File: src/rtl/peripheral_noc_vchannel_buffer.sv
// Multi-virtual-channel flit buffer: per-channel FIFOs behind one shared input,
// drained by a round-robin wormhole arbiter onto one shared output.
module peripheral_noc_vchannel_buffer #(
    parameter int FLIT_WIDTH = 32,
    parameter int CHANNELS   = 2,
    parameter int DEPTH      = 8,
    parameter int FULLPACKET = 0,
    parameter int AW         = $clog2(DEPTH)
) (
    input  logic                         clk,
    input  logic                         rst,
    input  logic [FLIT_WIDTH-1:0]        in_flit,
    input  logic                         in_last,
    input  logic [CHANNELS-1:0]          in_valid,
    output logic [CHANNELS-1:0]          in_ready,
    output logic [FLIT_WIDTH-1:0]        out_flit,
    output logic                         out_last,
    output logic [CHANNELS-1:0]          out_valid,
    input  logic [CHANNELS-1:0]          out_ready,
    output logic [CHANNELS*(AW+1)-1:0]   fill_level
);

    localparam int CW = (CHANNELS > 1) ? $clog2(CHANNELS) : 1;
    localparam logic [AW:0]   DEPTH_C = (AW+1)'(DEPTH);
    localparam logic [AW:0]   CNT_ONE = (AW+1)'(1);
    localparam logic [AW-1:0] PTR_ONE = AW'(1);
    localparam logic [CW-1:0] LAST_CH = CW'(CHANNELS - 1);

    if ((DEPTH < 1) || ((DEPTH & (DEPTH - 1)) != 0)) begin : g_bad_depth
        $fatal(1, "peripheral_noc_vchannel_buffer: DEPTH must be a power of two");
    end

    typedef enum logic {IDLE, LOCKED} state_t;

    logic [CHANNELS-1:0]   wr_sel;
    logic [CHANNELS-1:0]   wr_en;
    logic [CHANNELS-1:0]   rd_en;
    logic [CHANNELS-1:0]   elig;
    logic [AW:0]           count [CHANNELS];
    logic [FLIT_WIDTH:0]   head  [CHANNELS];

    // Illegal multi-hot in_valid collapses to its lowest set bit.
    assign wr_sel = in_valid & (~in_valid + CHANNELS'(1));
    assign wr_en  = wr_sel & in_ready;

    for (genvar c = 0; c < CHANNELS; c++) begin : g_ch
        logic [AW-1:0]     wr_ptr;
        logic [AW-1:0]     rd_ptr;
        logic [AW:0]       cnt_q;
        logic              has_pkt;
        logic [FLIT_WIDTH:0] mem [DEPTH];

        always_ff @(posedge clk or posedge rst) begin
            // NOTE: sequential state uses non-blocking assignments only, so every
            // always_ff reads pre-edge values regardless of evaluation order.
            if (rst) begin
                wr_ptr <= '0;
                rd_ptr <= '0;
                cnt_q  <= '0;
            end else begin
                if (wr_en[c]) wr_ptr <= wr_ptr + PTR_ONE;
                if (rd_en[c]) rd_ptr <= rd_ptr + PTR_ONE;
                if (wr_en[c] && !rd_en[c])
                    cnt_q <= cnt_q + CNT_ONE;
                else if (rd_en[c] && !wr_en[c])
                    cnt_q <= cnt_q - CNT_ONE;
            end
        end

        // NOTE: the flit RAM has no reset; stale entries are never visible because
        // count gates every read.
        always_ff @(posedge clk) begin
            if (wr_en[c]) mem[wr_ptr] <= {in_last, in_flit};
        end

        if (FULLPACKET != 0) begin : g_pkt
            logic [AW:0] pkt_q;
            logic        pkt_inc;
            logic        pkt_dec;

            assign pkt_inc = wr_en[c] && in_last;
            assign pkt_dec = rd_en[c] && head[c][FLIT_WIDTH];

            always_ff @(posedge clk or posedge rst) begin
                if (rst)
                    pkt_q <= '0;
                else if (pkt_inc && !pkt_dec)
                    pkt_q <= pkt_q + CNT_ONE;
                else if (pkt_dec && !pkt_inc)
                    pkt_q <= pkt_q - CNT_ONE;
            end

            assign has_pkt = (pkt_q != '0);
        end else begin : g_no_pkt
            assign has_pkt = 1'b1;
        end

        assign head[c]     = mem[rd_ptr];
        assign count[c]    = cnt_q;
        assign elig[c]     = (cnt_q != '0) && has_pkt;
        assign in_ready[c] = (cnt_q != DEPTH_C) && !rst;
        assign fill_level[c*(AW+1) +: (AW+1)] = cnt_q;
    end

    state_t        state_q, state_d;
    logic [CW-1:0] gnt_q, gnt_d;
    logic [CW-1:0] ptr_q, ptr_d;
    logic [CW-1:0] cand;
    logic          cand_vld;
    logic [CW-1:0] sel;
    logic          present;
    logic          xfer;

    // Round-robin search starting just after the last channel that finished a packet.
    always_comb begin
        logic [CW-1:0] idx;
        cand     = '0;
        cand_vld = 1'b0;
        idx      = ptr_q;
        for (int i = 0; i < CHANNELS; i++) begin
            idx = (idx == LAST_CH) ? '0 : idx + CW'(1);
            if (!cand_vld && elig[idx]) begin
                cand     = idx;
                cand_vld = 1'b1;
            end
        end
    end

    always_comb begin
        state_d   = state_q;
        gnt_d     = gnt_q;
        ptr_d     = ptr_q;
        sel       = (state_q == LOCKED) ? gnt_q : cand;
        present   = (state_q == LOCKED) ? (count[gnt_q] != '0) : cand_vld;
        out_valid = present ? (CHANNELS'(1) << sel) : '0;
        out_flit  = present ? head[sel][FLIT_WIDTH-1:0] : '0;
        out_last  = present ? head[sel][FLIT_WIDTH] : 1'b0;
        rd_en     = out_valid & out_ready;
        xfer      = (rd_en != '0);

        case (state_q)
            IDLE: begin
                if (cand_vld) begin
                    if (xfer && out_last) begin
                        ptr_d = cand;
                    end else begin
                        state_d = LOCKED;
                        gnt_d   = cand;
                    end
                end
            end
            LOCKED: begin
                if (xfer && out_last) begin
                    state_d = IDLE;
                    ptr_d   = gnt_q;
                end
            end
            default: state_d = IDLE;
        endcase
    end

    always_ff @(posedge clk or posedge rst) begin
        if (rst) begin
            state_q <= IDLE;
            gnt_q   <= '0;
            ptr_q   <= LAST_CH;
        end else begin
            state_q <= state_d;
            gnt_q   <= gnt_d;
            ptr_q   <= ptr_d;
        end
    end

endmodule

File: config.mk
export PLATFORM = sky130hd
export DESIGN_NAME = peripheral_noc_vchannel_buffer
export DESIGN_NICKNAME = d
export VERILOG_FILES = /design/src/rtl/peripheral_noc_vchannel_buffer.sv
export SDC_FILE = /design/constraint.sdc
export NUM_CORES = 1
export LEC_CHECK = 0
export BUFFER_PORTS_ARGS = -buffer_cell sky130_fd_sc_hd__buf_2
export CORE_MARGIN = 4
export CORE_UTILIZATION = 30
export DETAILED_ROUTE_END_ITERATION = 10
export PLACE_DENSITY = 0.49
export SETUP_SLACK_MARGIN = 0.3
export SLEW_MARGIN = 10
export SYNTH_ARGS = -nofsm -noshare
export SYNTH_HDL_FRONTEND = slang
export SYNTH_SLANG_ARGS = --single-unit
File: constraint.sdc
create_clock -name clk -period 9.45 [get_ports clk]
set_input_delay 0.945 -clock clk [delete_from_list [all_inputs] [get_ports clk]]
set_output_delay 0.945 -clock clk [all_outputs]
set_load 0.01 [all_outputs]
==> results of run 1 <==
state kept, by name, summed over array words and instances (netlist names):
signal and flops:
g_ch.rd_ptr 6, state_q 1, ptr_q 1, gnt_q 1
g_ch.mem 528, g_ch.cnt_q 8, g_ch.wr_ptr 6
worst paths after layout:
kind	slack (ns)	cells after the start	to	start
max in group asynchronous	8.17	2	g_ch[1].rd_ptr[1]	rst
setup reg to reg	5.78	13	g_ch[0].cnt_q[3]	g_ch[1].cnt_q[0]
setup / recovery	5.04	5	out_flit[7]	g_ch[1].rd_ptr[0]
hold / removal	0.51	2	ptr_q	ptr_q
min in group asynchronous	0.59	2	g_ch[1].cnt_q[0]	rst
hold reg to reg	0.51	2	ptr_q	ptr_q
Yosys cell counts, types with 6 or more instances:
library cell / number
clkbuf_1: 18
o22ai_2: 29
dfrtp_1: 22
xnor2_1: 12
edfxtp_1: 528
buf_2: 18
mux4_2: 132
mux2i_1: 65
nor3_1: 6
nand2_1: 11
nor2_1: 11
ha_1: 10
final cells by class:
class                      count  area share [%]
clock buffer                  69            5.98
multi-input combinational    328            19.6
tap                          940            4.71
clock inverter                35            1.31
antenna                        1          0.0100
inverter                       6          0.0902
timing repair buffer         107            2.39
sequential                   551            65.9
routing by layer:
layer	wire length, um	share of wire [%]	track usage [%]	vias up
met5	0	0	0	-
met3	1710	3.5	2.08	66
met1	21400	44	17.1	5297
met2	24800	51	22.3	145
li1	-	-	-	4183
met4	826	1.7	3.31	0
power by group through the flow:
stage	clock network (W)	registers (W)	logic, W
5_1_grt	0.00237	0.00316	0.00250
3_5_place_dp	0	0.00319	0.00238
2_1_floorplan	0	0.00301	0.00174
3_3_place_gp	0	0.00318	0.00237
4_1_cts	0.00226	0.00314	0.00238
6_report	0.00220	0.00312	0.00229
worst reg2reg max path: stages, from the launching register on:
cell and delay [ns]:
dfrtp_1 0.50, nor4_2 0.13, o311ai_4 0.83, buf_4 0.58, inv_2 0.09, nand2_1 0.17, ha_1 0.21, inv_1 0.09
ha_1 0.27, a21o_1 0.17, a21oi_1 0.16, xnor2_1 0.13, nor2_1 0.06, xor2_1 0.14
cells in the final DEF, fill, tap and decap left out, types with 6 or more instances in the layout:
master       n
edfxtp_1   528
mux4_2     132
buf_2       83
mux2i_1     65
clkbuf_16   58
o22ai_2     29
buf_4       24
dfrtp_1     16
clkinv_1    13
xnor2_1     12
clkinv_2    12
nand2_1     11
clkbuf_1    11
ha_1        10
nor2_4       8
bufinv_16    6
through the flow:
step | power [W] | setup slack, ns | instance area, um^2
floorplan | 0.00475 | 4.77 | 21500
global placement | 0.00555 | 5.56 | 23100
detailed placement | 0.00557 | 5.52 | 23100
CTS | 0.00779 | 4.85 | 25000
global route | 0.00803 | 4.73 | 25000
finish | 0.00762 | 5.04 | 25000
kinds of logic (layout without fill, tap and decap cells):
| family | Yosys count | count (layout) |
|---|---|---|
| DFF | 551 | 551 |
| muxes | 204 | 204 |
| buffers and inverters | 53 | 217 |
| AOI/OAI and AO/OA | 48 | 48 |
| and+or+nand+nor | 48 | 48 |
| xor gates and xnor gates | 16 | 16 |
| adders and majority gates | 12 | 12 |
| other | 0 | 1 |
==> impl_metrics.ini, run 1 <==
[cts]
clk_latency_ns = 0.61
h-tree-depth = 2
ctsResizeCount = 0
cts_tree = built
hold_buffers = 0
cts_setup_buffers = 0
cts_made_buffers = 56
clock_path_buffers = 3
cts_sinks = 551
clk_pin_slew_ns = 0.06
root_buffer = clkbuf_16

[setup_path]
cp_cell_sequence = buf_4 > mux4_2 > mux2i_1 > o22ai_2 > buf_2
cp_top_family = buffers and inverters
slowest_stage = buf_4
path_buf_inv = 2
worstPathArrival_ns = 3.46
cp-end-kind = output port
max_stage_delay_ns = 0.83
cp_max_fo = 44
path_class = register to output port
cp.required_ns = 8.51
worst_setup_path_start_kind = register

[final_layout]
multi_input_area_um2 = 4900
nets = 1101
area_delta_synth_final_pct = 16.0
stdcell_count = 2037
fin_util_pct = 35.4
layout-drive-gt1-share_pct = 35.4
seq_area_um2 = 16400
fillers = 6459

[die]
dieArea_um2 = 76100
start_util_pct = 30.5
io_pins = 84
rows = 97
core_um2 = 70500
fp.dieH_um = 276
die_x_um = 276

[logic_synthesis]
synthArstFlopShare_pct = 4.17
yosys-top-cells-area = edfxtp_1 74%, mux4_2 14%, mux2i_1 3.0%, dfrtp_1 2.6%, o22ai_2 1.7%
synth-seq-area-share_pct = 76.4
synth_xor_area_share_pct = 0.651
synth_fa_ha_area_share_pct = 0.768
synth-compound-area-share_pct = 2.42
yosys.area.top_type = edfxtp_1
yosysUniqueCellTypes = 46
synthSimpleGateAreaFrac_pct = 1.22
ys_seq_elements = 551
synth_ff_type = edfxtp_1
synth_edf_count = 528
muxShareOfSynthArea_pct = 17.3
syn_area_per_cell_um2 = 23.1
synth_top_family_by_area = multiplexers
synth_area_um2 = 21500
ys_warn_count = 0
synth_top_area_share_pct = 73.7
syn-num-nets = 983
synthCells = 932

[route]
drtIter0Drc = 617
drt-vias-per-instance = 4.76
routed_wl_um = 48700
wl_per_cell_um = 23.9
dr.pass1.iters = 5
ant_nets = 0
drc = 0
vias = 9691

[timing]
tns_ns = 0
slew_headroom_pct = 32.5
max_clock_freq_ghz = 0.227
finalSetupViolCount = 0
fin_crit_sh_pct = 46.6
rsz0062_at_grt = no
min_period_ns = 4.41
finalMaxSlewViolations = 0
tightestPinTransition_ns = 1.01
timing.hold.ws_ns = 0.514
skew_ns = 0.0123
hold_violations = 0

[power]
pwr-share-clk_pct = 28.8
swShare_pct = 31.3
vdd_drop_max_mv = 0.210
internal_power_w = 0.00523
pwr-share-comb_pct = 30.1
power_density_nw_per_um2 = 305
power_frac_seq_pct = 41.0
leakagePower_nw = 8.01
p_switching_w = 0.00238

[place]
numPortBuffers = 83
dp.cells = 1932
post-dp-hpwl_um = 25000
gp_congestion = 0.670

[run_status]
status = complete, no violations

[global_route]
grt.total_usage_pct = 12.9
grt_max_degree = 45
antenna_found_initial = 2
grt_pass1_vias = 10536
grt_pass1_wl_um = 72200
grt-ovfl-total = 0

[flow_run]
maxCapViolCount = 0

[min_path]
hp-class = register to register
No activity file was read; power rests on OpenSTA's default activity.
==> run 2, diff against run 1 <==
- clock period: 9.45 -> 4.4 ns (I/O delays scaled with it)
==> run 2 against run 1 <==
Effect of this change:
- sequential power rose by 120%
- flip-flop and latch count unchanged
- register-to-register slack got worse by 4.2 ns
- combinational power up 110%
- largest power group unchanged
- highest routed layer unchanged
==> impl_metrics.ini, run 2 (synthesized netlist as in run 1, its figures left out) <==
[run_status]
status = complete, no violations

[route]
ant_nets = 0
wl_per_cell_um = 23.3
routed_wl_um = 47500
dr.pass1.iters = 5
drt-vias-per-instance = 4.72
drc = 0
drtIter0Drc = 794
vias = 9609

[global_route]
grt_util_met1_pct = 16.9
grt_max_degree = 50
grt_pass1_wl_um = 70900
grt_pass1_vias = 10306
antenna_found_initial = 2
top_usage_layer = met2
grt-ovfl-total = 0
grtUsageMet3_pct = 2.55
grt.total_usage_pct = 12.6
met2_usage_pct = 21.4

[power]
leakagePower_nw = 7.97
vdd_drop_max_mv = 0.362
power_density_nw_per_um2 = 644

[cts]
cts_sinks = 551
root_buffer = clkbuf_16
hold_buffers = 0
cts_tree = built
clk_latency_ns = 0.60
cts_made_buffers = 55
cts_setup_buffers = 0
clock_path_buffers = 3
h-tree-depth = 2
clk_pin_slew_ns = 0.06
ctsResizeCount = 0

[final_layout]
stdcell_count = 2035
nets = 1105
largest_reg_flops = 528
max_flop_register = g_ch.mem
layout-drive-gt1-share_pct = 34.9
top_regs = g_ch.mem (528), g_ch.cnt_q (8)
final_cell_mix = 528 x edfxtp_1, 132 x mux4_2, 83 x buf_2
area_delta_synth_final_pct = 15.5
final_common_cell = edfxtp_1

[timing]
skew_ns = 0.0179
finalSetupViolCount = 0
setup_ws_ns = 0.761
rsz0062_at_grt = no
fin_crit_sh_pct = 82.7
min_period_ns = 3.64
tns_ns = 0
hold_violations = 0
tightestPinTransition_ns = 1.05
max_clock_freq_ghz = 0.275
finalMaxSlewViolations = 0
slew_headroom_pct = 29.8

[die]
core_um2 = 70500
io_pins = 84
rows = 97
start_util_pct = 30.5
die_x_um = 276
dieArea_um2 = 76100
fp.dieH_um = 276

[setup_path]
cp_max_fo = 23
cp.required_ns = 3.96
path_class = register to output port
worst_setup_path_start_kind = register
cp-end-kind = output port
worstPathArrival_ns = 3.20

[place]
dp.cells = 1937
post-dp-hpwl_um = 26500
numPortBuffers = 83
gp_congestion = 0.693
dp_slack_ns = 1.33

[min_path]
hp-class = input pin to async pin

[flow_run]
maxCapViolCount = 0
-- run 2: cell types whose count changed in the layout (fill, tap and decap cells not counted), sizes merged --
cell      change
bufinv        -5
buf           +5
diode         +1
clkbuf        -1
inv           +1
clkinvlp      -3
-- run 2: worst paths after layout --
kind / startpoint / endpoint / slack, ns / depth (start not counted)
worst max-delay path: g_ch[0].cnt_q[0] / out_flit[2] / 0.76 / 6
worst min-delay path: rst / g_ch[1].wr_ptr[1] / 0.08 / 2
worst max register to register: g_ch[0].cnt_q[0] / g_ch[0].cnt_q[3] / 1.58 / 12
worst min register to register: g_ch[0].wr_ptr[0] / g_ch[0].wr_ptr[0] / 0.51 / 1
max in group asynchronous: rst / g_ch[0].rd_ptr[0] / 3.63 / 2
min in group clk: out_ready[0] / g_ch[0].rd_ptr[2] / 0.16 / 3
-- run 2: stage by stage --
step	hold WS, ns	util [%]	cell area (um^2)	total power [W]
global route	0.138	35.3	24900	0.0169
CTS	0.0803	35.3	24900	0.0164
global placement	0.511	32.9	23200	0.0120
floorplan	0.441	-	21500	0.0102
finish	0.0792	35.3	24900	0.0160
detailed placement	0.506	32.9	23200	0.0120
-- run 2: layout make-up --
type | instances | area [um^2]
Fill cell | 6445 | 45700
Sequential cell | 551 | 16400
Multi-Input combinational cell | 328 | 4910
Clock buffer | 68 | 1480
Tap cell | 940 | 1180
Timing Repair Buffer | 112 | 658
Clock inverter | 28 | 159
Inverter | 6 | 22.5
Antenna cell | 2 | 5.00
-- run 2: report_power, final --
group | total (W) | leakage, nW | internal (W) | switching [W]
clock network | 0.00433 | 0.807 | 0.00242 | 0.00191
registers | 0.00691 | 5.03 | 0.00617 | 0.000736
logic | 0.00478 | 2.13 | 0.00236 | 0.00242
total | 0.0160 | 7.97 | 0.0109 | 0.00506
-- run 2: metal layers --
metal / routed length, um / vias up / part of all wire (%)
li1: - / 4191 / -
met1: 20700 / 5181 / 44
met2: 23900 / 179 / 50
met3: 2110 / 58 / 4.4
met4: 779 / 0 / 1.6
met5: 0 / - / 0
-- run 2: critical path, cell delays in order (launching register included) --
cell and delay (ns):
dfrtp_1 0.47, o41ai_2 0.47, nor2_1 0.07, or3_2 0.85, buf_4 0.40, o22ai_2 0.18
buf_2 0.16
